$ cat src/rtl/mult_div_unit_if.sv
// ============================================================================
// mult_div_unit_if : operand/start/result bundle between control and HI/LO unit
// Revision 1.0
// ============================================================================
`default_nettype none

interface mult_div_unit_if;
  logic [31:0] A;
  logic [31:0] B;
  logic        MultStart;
  logic        DivStart;
  logic [31:0] Hi;
  logic [31:0] Lo;
  logic        Busy;
  logic        Done;
  logic        DivZero;

  modport master (
    output A, B, MultStart, DivStart,
    input  Hi, Lo, Busy, Done, DivZero
  );

  modport slave (
    input  A, B, MultStart, DivStart,
    output Hi, Lo, Busy, Done, DivZero
  );
endinterface

`default_nettype wire

$ cat src/rtl/mult_div_unit.sv
// ============================================================================
// mult_div_unit : iterative signed 32x32 multiply / 32/32 divide owning HI/LO
// Revision 1.0
// ============================================================================
`default_nettype none

module mult_div_unit (
  input  logic           Clk,
  input  logic           Reset,
  mult_div_unit_if.slave bus
);

  typedef enum logic [2:0] {
    S_IDLE = 3'd0,
    S_MULT = 3'd1,
    S_DIV  = 3'd2,
    S_FIX  = 3'd3,
    S_DONE = 3'd4
  } state_t;

  state_t      state_q, state_d;
  logic [5:0]  cnt_q, cnt_d;
  logic [31:0] opnd_q, opnd_d;
  logic [63:0] acc_q, acc_d;
  logic        is_div_q, is_div_d;
  logic        rsign_q, rsign_d;
  logic        remsign_q, remsign_d;
  logic [31:0] hi_q, hi_d;
  logic [31:0] lo_q, lo_d;
  logic        divzero_q, divzero_d;

  logic [31:0] w_abs_a;
  logic [31:0] w_abs_b;
  logic [32:0] w_sum;
  logic [32:0] w_trial;
  logic [63:0] w_prod;

  // Negating 0x80000000 wraps to itself, which is the correct unsigned magnitude
  assign w_abs_a = bus.A[31] ? (~bus.A + 32'd1) : bus.A;
  assign w_abs_b = bus.B[31] ? (~bus.B + 32'd1) : bus.B;

  always_comb begin
    state_d   = state_q;
    cnt_d     = cnt_q;
    opnd_d    = opnd_q;
    acc_d     = acc_q;
    is_div_d  = is_div_q;
    rsign_d   = rsign_q;
    remsign_d = remsign_q;
    hi_d      = hi_q;
    lo_d      = lo_q;
    divzero_d = divzero_q;
    w_sum     = 33'd0;
    w_trial   = 33'd0;
    w_prod    = 64'd0;

    case (state_q)
      S_IDLE: begin
        if (bus.MultStart) begin
          state_d   = S_MULT;
          cnt_d     = 6'd0;
          is_div_d  = 1'b0;
          opnd_d    = w_abs_a;
          acc_d     = {32'd0, w_abs_b};
          rsign_d   = bus.A[31] ^ bus.B[31];
          remsign_d = bus.A[31];
          divzero_d = 1'b0;
        end else if (bus.DivStart) begin
          cnt_d     = 6'd0;
          is_div_d  = 1'b1;
          opnd_d    = w_abs_b;
          acc_d     = {32'd0, w_abs_a};
          rsign_d   = bus.A[31] ^ bus.B[31];
          remsign_d = bus.A[31];
          if (bus.B == 32'd0) begin
            state_d   = S_DONE;
            divzero_d = 1'b1;
          end else begin
            state_d   = S_DIV;
            divzero_d = 1'b0;
          end
        end
      end

      S_MULT: begin
        w_sum = {1'b0, acc_q[63:32]} + (acc_q[0] ? {1'b0, opnd_q} : 33'd0);
        acc_d = {w_sum, acc_q[31:1]};
        cnt_d = cnt_q + 6'd1;
        if (cnt_q == 6'd31) begin
          state_d = S_FIX;
        end
      end

      S_DIV: begin
        // Remainder is always below the divisor, so acc_q[63] is zero and drops out of the shift
        w_trial = {1'b0, acc_q[62:31]} - {1'b0, opnd_q};
        if (!w_trial[32]) begin
          acc_d = {w_trial[31:0], acc_q[30:0], 1'b1};
        end else begin
          acc_d = {acc_q[62:0], 1'b0};
        end
        cnt_d = cnt_q + 6'd1;
        if (cnt_q == 6'd31) begin
          state_d = S_FIX;
        end
      end

      S_FIX: begin
        if (is_div_q) begin
          lo_d = rsign_q   ? (~acc_q[31:0]  + 32'd1) : acc_q[31:0];
          hi_d = remsign_q ? (~acc_q[63:32] + 32'd1) : acc_q[63:32];
        end else begin
          w_prod = rsign_q ? (~acc_q + 64'd1) : acc_q;
          hi_d   = w_prod[63:32];
          lo_d   = w_prod[31:0];
        end
        state_d = S_DONE;
      end

      S_DONE: begin
        state_d = S_IDLE;
      end

      default: begin
        state_d = S_IDLE;
      end
    endcase
  end

  always_ff @(posedge Clk) begin
    if (!Reset) begin
      state_q   <= S_IDLE;
      cnt_q     <= 6'd0;
      opnd_q    <= 32'd0;
      acc_q     <= 64'd0;
      is_div_q  <= 1'b0;
      rsign_q   <= 1'b0;
      remsign_q <= 1'b0;
      hi_q      <= 32'd0;
      lo_q      <= 32'd0;
      divzero_q <= 1'b0;
    end else begin
      state_q   <= state_d;
      cnt_q     <= cnt_d;
      opnd_q    <= opnd_d;
      acc_q     <= acc_d;
      is_div_q  <= is_div_d;
      rsign_q   <= rsign_d;
      remsign_q <= remsign_d;
      hi_q      <= hi_d;
      lo_q      <= lo_d;
      divzero_q <= divzero_d;
    end
  end

  assign bus.Hi      = hi_q;
  assign bus.Lo      = lo_q;
  assign bus.Busy    = (state_q == S_MULT) || (state_q == S_DIV) || (state_q == S_FIX);
  assign bus.Done    = (state_q == S_DONE);
  assign bus.DivZero = divzero_q;

endmodule

`default_nettype wire
$ cat src/flat_wrapper.sv
// flat-port wrapper written by rule: the top's interface ports become plain ports
module mult_div_unit_flat 
  (Clk, Reset, bus_A, bus_B, bus_MultStart, bus_DivStart, bus_Hi, bus_Lo, bus_Busy, bus_Done, bus_DivZero);
  mult_div_unit_if bus_i ();
  input  logic Clk;
  input  logic Reset;
  input wire logic [$bits(bus_i.A)-1:0] bus_A;
  input wire logic [$bits(bus_i.B)-1:0] bus_B;
  input wire logic [$bits(bus_i.MultStart)-1:0] bus_MultStart;
  input wire logic [$bits(bus_i.DivStart)-1:0] bus_DivStart;
  output wire logic [$bits(bus_i.Hi)-1:0] bus_Hi;
  output wire logic [$bits(bus_i.Lo)-1:0] bus_Lo;
  output wire logic [$bits(bus_i.Busy)-1:0] bus_Busy;
  output wire logic [$bits(bus_i.Done)-1:0] bus_Done;
  output wire logic [$bits(bus_i.DivZero)-1:0] bus_DivZero;
  assign bus_i.A = bus_A;
  assign bus_i.B = bus_B;
  assign bus_i.MultStart = bus_MultStart;
  assign bus_i.DivStart = bus_DivStart;
  assign bus_Hi = bus_i.Hi;
  assign bus_Lo = bus_i.Lo;
  assign bus_Busy = bus_i.Busy;
  assign bus_Done = bus_i.Done;
  assign bus_DivZero = bus_i.DivZero;
  mult_div_unit u_core (.Clk(Clk), .Reset(Reset), .bus(bus_i));
endmodule
$ cat config.mk
export PLATFORM = sky130hd
export DESIGN_NAME = mult_div_unit_flat
export DESIGN_NICKNAME = d
export VERILOG_FILES = /design/src/rtl/mult_div_unit_if.sv /design/src/rtl/mult_div_unit.sv /design/src/flat_wrapper.sv
export SDC_FILE = /design/constraint.sdc
export NUM_CORES = 1
export LEC_CHECK = 0
export BUFFER_PORTS_ARGS = -buffer_cell sky130_fd_sc_hd__buf_2
export CORE_UTILIZATION = 40
export CTS_CLUSTER_SIZE = 30
export DETAILED_ROUTE_END_ITERATION = 10
export GPL_ROUTABILITY_DRIVEN = 0
export PLACE_DENSITY = 0.57
export SLEW_MARGIN = 5
export SYNTH_ARGS = -nofsm -noshare
export SYNTH_HDL_FRONTEND = slang
export SYNTH_SLANG_ARGS = --single-unit
$ cat constraint.sdc
create_clock -name Clk -period 4.8 [get_ports Clk]
set_clock_uncertainty 0.05 [all_clocks]
set_input_delay 0.72 -clock Clk [delete_from_list [all_inputs] [get_ports Clk]]
set_output_delay 0.72 -clock Clk [all_outputs]
set_load 0.02 [all_outputs]
# Word level (Yosys, flattened, before mapping)
# Cells that the tools add are included.
# totals
ramBits	0
wordCells	74
reg_bits	173
latchBits	0
romBits	0
inputBits	68
n_memories	0
# op_classes
order_cmp	0
add_sub_neg	8
mux	31
mul	0
div	0
shifts	0
bitwise_logic	6
eq_ne	7
reduce_logical	12
# ops
op	n
two-way mux 32 bit	9
two-way mux 64 bit	4
one-hot mux 64 bit (3 select lines)	1
adder 32 x 1 -> 32 bit (second input constant)	4
inverter 32 bit	4
adder 64 x 1 -> 64 bit (second input constant)	1
inverter 64 bit	1
adder 32 x 33 -> 33 bit	1
subtractor 32 x 32 -> 33 bit	1
logical NOT 32 bit	1
two-way mux 3 bit	4
two-way mux 6 bit	2
one-hot mux 6 bit (2 select lines)	1
two-way mux 1 bit	9
one-hot mux 3 bit (3 select lines)	1
AND reduction 2 bit	4
adder 6 x 1 -> 6 bit (second input constant)	1
equality test 3 x 2 -> 1 bit (second input constant)	2
equality test 6 x 5 -> 1 bit (second input constant)	1
nonzero test 2 bit	2
equality test 3 x 1 -> 1 bit (second input constant)	1
equality test 3 bit (second input constant)	1
logical NOT 3 bit	1
!= test 3 bit (second input constant)	1
other kinds (5)	6

# Longest topological paths before layout
# Gate-level depths: netlist of the first run.
# depth
ltp_word	6
mapped_depth	14
depth_no_buf	13

# Worst setup path before layout of the first run
# OpenSTA, ideal clock, no wires.
# synth_path
path_type	register to register
from	reg u_core.acc_q[31]
to	reg u_core.acc_q[42]
period_less_slack_ps	3334
path_slack_ps	1466
path_stages_with_launch	14
path_buffers	1
t_arrival_ps	3157
t_required_ps	4622
cell_sequence	dfxtp_1 > inv_1 > ha_1 > fa_1 > nand2b_1 > a21o_1 > a211oi_1 > o21ai_1 > and3b_1 > nor2_1 > buf_2 > mux2_2 > a222oi_1 > nor2_1
# synth_via
elab_chain_len	3
# synth_lines
element	line	source
start: declaration	mult_div_unit.sv:24	logic [63:0] acc_q, acc_d;
start signal: assignment	mult_div_unit.sv:135	acc_q <= 64'd0;
start signal: assignment	mult_div_unit.sv:146	acc_q <= acc_d;
subtractor 32 x 32 -> 33 bit	mult_div_unit.sv:96	w_trial = {1'b0, acc_q[62:31]} - {1'b0, opnd_q};
two-way mux 64 bit	mult_div_unit.sv:97	if (!w_trial[32]) begin
one-hot mux 64 bit (3 select lines)	mult_div_unit.sv:57	case (state_q)
# Every way passes these cells.
# A chain may end at the register's enable or synchronous reset.

# Final worst setup path of the first run
# layout_path
from	reg u_core.acc_q[0]
to	reg u_core.acc_q[61]
# layout_via
elab_chain_len	3
# layout_lines
element	line	source
two-way mux 32 bit	mult_div_unit.sv:86	w_sum = {1'b0, acc_q[63:32]} + (acc_q[0] ? {1'b0, opnd_q} : 33'd0);
adder 32 x 33 -> 33 bit	mult_div_unit.sv:86	
one-hot mux 64 bit (3 select lines)	mult_div_unit.sv:57	
# Every way passes these cells.

==> results.json, run 1 <==
{
  "syn_area_um2": 13770,
  "synth_most_common_cell": "nor2_1",
  "hold_class": "reg -> reg",
  "cts.sinks": 173,
  "viasPerCell": 6.016,
  "met1_usage_pct": 36.86,
  "grtUsageTotal_pct": 26.33,
  "syn_inst": 1845,
  "dp_cells": 2334,
  "fin_util_pct": 45.49,
  "synth.distinct_cells": 84,
  "cts_resized": 0,
  "finalSetupViolCount": 0,
  "syn_nets": 1985,
  "clk_pin_slew_ns": 0.08,
  "die_h_um": 187.5,
  "hold_viol_final": 0,
  "synthTopCellsByCount": "220 x nor2_1, 173 x dfxtp_1, 173 x nand2_1, 140 x a21oi_1, 136 x o21ai_0",
  "fmax_ghz": 0.2582,
  "grt_pass1_vias": 12733,
  "tns_ns": 0,
  "clkLatencyLatePin_ns": 0.46,
  "nets": 2045,
  "use_met2_pct": 39.83,
  "worstMarginPinSlew_ns": 1.002,
  "max-slew-margin-rel_pct": 32.98,
  "grt_antenna_before_repair": 0,
  "die_w_um": 187.5,
  "place_ws_ns": 0.9689,
  "drt_iter0_drc": 1533,
  "crit_type": "reg -> reg",
  "ant_nets": 0,
  "diodes": 0,
  "cp_max_fo": 19,
  "synth_area_leaders": "dfxtp_1 25%, ha_1 6.4%, nor2_1 6.0%, xor2_1 5.9%, a21oi_1 5.1%",
  "grt_util_met3_pct": 5.390,
  "ys_ff_latch": 173,
  "h-tree-depth": 4,
  "core_um2": 33700,
  "clockRootBuffer": "clkbuf_16",
  "p_per_area_nw_per_um2": 418.4,
  "final_cells": 2365,
  "placed_area_um2": 14760,
  "tritoncts": "yes",
  "syn_area_per_cell_um2": 7.462,
  "cap_violations": 0,
  "cts_hold_buf": 0,
  "async_reset_ff_share_pct": 0,
  "timing.final.ws_setup_ns": 0.9270,
  "hpwl_um": 35820,
  "required_ns": 5.10,
  "grt_max_degree": 64,
  "drc_errors": 0,
  "wire_per_inst_um": 20.04,
  "drv_slew": 0,
  "max-clock-path-buffers": 2,
  "min_period_ns": 3.873,
  "vdd_ir_drop_max_mv": 0.3136,
  "yosysSeqAreaShare_pct": 25.15,
  "wl_um": 47410,
  "final_area_um2": 15330,
  "portBuffers": 134,
  "start_util_pct": 40.86,
  "rows": 67,
  "cts_buffers": 17,
  "synth_flop_cell": "dfxtp_1",
  "synth-edff-count": 0,
  "post_cts.repair.setup_buffers": 0,
  "gr-total-overflow": 0,
  "pin_count": 135,
  "grt_pass1_wl_um": 73040,
  "dr_total_vias": 14229,
  "grt-busiest-layer": "met2",
  "drive_above_1_share_pct": 12.73,
  "status": "completed",
  "fill_cells": 3457,
  "startpoint_type": "flip-flop",
  "synth_top_area_share_pct": 25.15,
  "leakage_nw": 6.183,
  "die_area_um2": 35170,
  "ys_warn_count": 0,
  "area_growth_pct": 11.33,
  "rsz0062_at_grt": "no",
  "yosysTopAreaCell": "dfxtp_1",
  "endpoint_kind": "flip-flop",
  "worstPathArrival_ns": 4.18,
  "first_pass_iters": 8,
  "fin_crit_sh_pct": 80.69
}
==> worst paths after layout <==
path                                         from           endpoint  slack, ns  cells after the start
worst max-delay path              u_core.acc_q[0]   u_core.acc_q[61]       0.93                     13
worst min-delay path            u_core.bus.Hi[16]  u_core.bus.Hi[16]       0.40                      2
worst max register to register    u_core.acc_q[0]   u_core.acc_q[61]       0.93                     13
worst min register to register  u_core.bus.Hi[16]  u_core.bus.Hi[16]       0.40                      2
==> per-stage QoR <==
stage | hold slack (ns) | total power (W)
floorplan | 0.3819 | 0.004104
global placement | 0.3884 | 0.004966
detailed placement | 0.3964 | 0.004981
CTS | 0.4068 | 0.006374
global route | 0.4180 | 0.006799
finish | 0.4007 | 0.006413
==> per-layer routing <==
layer | part of all wire (%) | wire length [um]
met1 | 46 | 22000
met2 | 43 | 20380
met3 | 7.8 | 3696
met4 | 2.8 | 1326
met5 | 0 | 0
==> critical path, stage by stage, from the launching register on <==
cell	delay [ns]
dfxtp_1	0.38
inv_1	0.40
buf_4	0.34
nor2_1	0.08
ha_1	0.32
nand2b_1	0.14
a21o_1	0.19
a31oi_2	0.11
nor4_1	0.55
or4b_4	0.27
a21oi_2	0.06
a31oi_1	0.25
mux2_1	0.35
o31a_1	0.27
==> cells in the final DEF, fill, tap and decap left out, types with 16 or more instances in the layout <==
master     count
buf_4         25
a21o_1        26
nand2_1      173
xnor2_1       76
a221oi_1      44
o21ai_0      136
inv_1         66
nand4_1       17
nor2_1       219
buf_2        134
nor3_1        27
a222oi_1      20
ha_1          70
a31oi_1       23
and2_1        18
clkbuf_16     17
dfxtp_1      173
a211oi_1      64
a21oi_1      140
o31ai_1       27
nand3_1       32
xor2_1        92
o21ai_1       16
==> kinds of logic (layout without fill, tap and decap cells) <==
family	count (synthesis)	after routing	share of synthesized area, %
buffers and inverters	186	258	5.153
AND/OR/NAND/NOR	604	604	20.68
AO/OA/AOI/OAI	612	612	29.33
adder cells (fa/ha/maj)	72	72	6.652
multiplexers	30	30	2.335
XOR/XNOR	168	168	10.69
flip-flops	173	173	25.15
==> where the power goes <==
group	leakage, nW	switching, W	internal (W)
clock network	0.284	0.000670	0.000719
logic	4.49	0.00196	0.00118
registers	1.41	0.000263	0.00162
==> area by class of cell <==
class / count / area (um^2) / share of cell area [%]
multi-input combinational: 1486 / 9618 / 62.75
clock inverter: 11 / 105.1 / 0.6857
inverter: 68 / 256.5 / 1.673
timing repair buffer: 159 / 858.3 / 5.600
clock buffer: 20 / 466.7 / 3.045
tap: 448 / 560.5 / 3.657
sequential: 173 / 3463 / 22.59
==> flip-flops by register name (all words and copies together) (netlist names), 3 cells and up <==
signal,flops
u_core.cnt_q,6
u_core.bus.Lo,32
u_core.opnd_q,32
u_core.bus.Hi,32
u_core.acc_q,64
u_core.state_q,3
Power figures use the tool's default switching activity.
==> run 2: changes to the inputs <==
--- a/config.mk
+++ b/config.mk
@@ -10,7 +10,7 @@
 export CTS_CLUSTER_SIZE = 30
 export DETAILED_ROUTE_END_ITERATION = 10
 export GPL_ROUTABILITY_DRIVEN = 0
-export PLACE_DENSITY = 0.57
+export PLACE_DENSITY = 0.59
 export SLEW_MARGIN = 5
 export SYNTH_ARGS = -nofsm -noshare
 export SYNTH_HDL_FRONTEND = slang
==> constraint.sdc (replaced) <==
create_clock -name Clk -period 3.2 [get_ports Clk]
set_clock_uncertainty 0.05 [all_clocks]
set_input_delay 0.48 -clock Clk [delete_from_list [all_inputs] [get_ports Clk]]
set_output_delay 0.48 -clock Clk [all_outputs]
set_load 0.02 [all_outputs]
==> run 2 against run 1 <==
The flow now finishes with violations (setup timing). Critical path depth unchanged. Combinational power increased by 74%. Sequential share of layout area decreased by 1.6 points. Count of clock-buffer cells in the layout unchanged. Core utilization up 3.6 points. Critical path type unchanged. Highest routed layer unchanged.
==> results.json, run 2 (synthesis results as in run 1) <==
{
  "grt_antenna_before_repair": 0,
  "grt_pass1_vias": 13542,
  "layout_common_cells": "218 x nor2_1, 173 x nand2_1, 170 x dfxtp_1",
  "cp_max_fo": 11,
  "diodes": 0,
  "largest_reg_flops": 64,
  "timing.rr.start": "u_core.acc_q[0]",
  "hold_class": "in -> reg",
  "portBuffers": 134,
  "drv_slew": 0,
  "p_per_area_nw_per_um2": 625.1,
  "cap_violations": 0,
  "gr-total-overflow": 0,
  "switching_share_pct": 43.62,
  "fmax_ghz": 0.3045,
  "tritoncts": "yes",
  "pwr-share-comb_pct": 52.8,
  "rows": 67,
  "dr_total_vias": 14687,
  "worstPathArrival_ns": 3.59,
  "hp-start": "bus_A[30]",
  "drt_iter0_drc": 1497,
  "r2r-end": "u_core.acc_q[61]",
  "die_area_um2": 35170,
  "leakage_nw": 6.850,
  "fin_util_pct": 49.11,
  "die_w_um": 187.5,
  "clk_pin_slew_ns": 0.08,
  "drc_errors": 0,
  "area_growth_pct": 20.20,
  "core_um2": 33700,
  "die_h_um": 187.5,
  "seqPwrFrac_pct": 26.7,
  "worstMarginPinSlew_ns": 0.9909,
  "min_period_ns": 3.284,
  "p_int_w": 0.005833,
  "drive_above_1_share_pct": 19.38,
  "pin_count": 135,
  "final_common_cell": "nor2_1",
  "finalSetupViolCount": 8,
  "grt_pass1_wl_um": 75430,
  "cts_hold_buf": 0,
  "switchingPower_w": 0.004513,
  "startpoint_type": "flip-flop",
  "hold_viol_final": 0,
  "status": "finished, violations left",
  "nets": 2165,
  "hold_end": "u_core.opnd_q[31]",
  "wl_um": 48730,
  "violations": "setup timing",
  "vdd_ir_drop_max_mv": 0.4518,
  "max-clock-path-buffers": 2,
  "wire_per_inst_um": 19.60,
  "ant_nets": 0,
  "rsz0062_at_grt": "yes",
  "start_util_pct": 40.86,
  "clkLatencyLatePin_ns": 0.46,
  "first_pass_iters": 7,
  "required_ns": 3.51,
  "cts_buffers": 17,
  "grt_max_degree": 63,
  "r2r_cells": 13,
  "h-tree-depth": 4,
  "clockRootBuffer": "clkbuf_16",
  "viasPerCell": 5.908,
  "endpoint_kind": "flip-flop",
  "max-slew-margin-rel_pct": 33.70,
  "largest-register": "u_core.acc_q",
  "power_frac_clock_pct": 20.4,
  "tns_ns": -0.3033,
  "crit_type": "reg -> reg",
  "r2r_slack_ns": -0.08,
  "hpwl_um": 37550,
  "timing.final.ws_setup_ns": -0.08381,
  "hold_path_depth": 4,
  "cts.sinks": 173,
  "fin_crit_sh_pct": 102.6,
  "grtUsageTotal_pct": 27.10
}
-- run 2: per-layer routing --
| metal | routed length [um] | up-vias | GRT usage (%) |
|---|---|---|---|
| li1 | - | 7125 | - |
| met1 | 22050 | 6908 | 37.01 |
| met2 | 21240 | 566 | 41.65 |
| met3 | 3772 | 88 | 5.372 |
| met4 | 1661 | 0 | 10.79 |
| met5 | 0 | - | 0 |
-- run 2: worst max-delay path by stage --
stage	from	endpoint	slack (ns)
3_3_place_gp	u_core.acc_q[0]	u_core.acc_q[62]	-0.16
6_report	u_core.acc_q[0]	u_core.acc_q[61]	-0.08
4_1_cts	u_core.acc_q[0]	u_core.acc_q[61]	-0.06
3_5_place_dp	u_core.acc_q[0]	u_core.acc_q[62]	-0.22
5_1_grt	u_core.acc_q[0]	u_core.acc_q[61]	-0.20
2_1_floorplan	u_core.acc_q[31]	u_core.acc_q[42]	0.007
-- run 2: worst max-delay path: stages, from the launching register on --
cell and delay, ns:
dfxtp_2 0.35, inv_2 0.08, buf_12 0.13, nor2_1 0.05, ha_1 0.31, nand4_1 0.17, a211o_1 0.37, a31oi_4 0.22
nor4_4 0.06, or4b_4 0.53, a21oi_2 0.18, a31oi_1 0.10, mux2_1 0.31, o31a_1 0.27
-- run 2: per-stage QoR --
step           hold slack [ns]  total power, W  setup slack [ns]  instance area (um^2)  std cells
3_5_place_dp            0.3978        0.007865           -0.2203                 15650       2445
6_report                0.3331         0.01035          -0.08381                 16550       2486
3_3_place_gp            0.3950        0.007817           -0.1555                 15650       2445
2_1_floorplan           0.3819        0.006171          0.007021                 13780       1845
4_1_cts                 0.3176         0.01002          -0.06404                 16320       2478
5_1_grt                 0.3460         0.01097           -0.2024                 16550       2486
-- run 2: power by group through the flow --
| stage | Sequential [W] | Combinational [W] | Clock [W] |
|---|---|---|---|
| floorplan | 0.00277 | 0.00340 | 0 |
| global placement | 0.00279 | 0.00503 | 0 |
| detailed placement | 0.00280 | 0.00507 | 0 |
| CTS | 0.00275 | 0.00513 | 0.00214 |
| global route | 0.00280 | 0.00595 | 0.00222 |
| finish | 0.00276 | 0.00547 | 0.00211 |
-- run 2: cell type report --
| type | instances | area [um^2] |
|---|---|---|
| Clock inverter | 12 | 125.1 |
| Clock buffer | 20 | 446.7 |
| Multi-Input combinational cell | 1486 | 9843 |
| Sequential cell | 173 | 3467 |
| Inverter | 68 | 256.5 |
| Fill cell | 3425 | 17150 |
| Timing Repair Buffer | 279 | 1851 |
| Tap cell | 448 | 560.5 |
-- run 2: repair_timing --
| item | 4_1_cts | 5_1_grt |
|---|---|---|
| endpoints found under the hold margin | 0 | 0 |
| setup endpoints to repair | 24 | 25 |
| pin swaps | 10 | 19 |
| resized for setup | 19 | 37 |
| cloned | 0 | 2 |
| setup buffers | 1 | 6 |
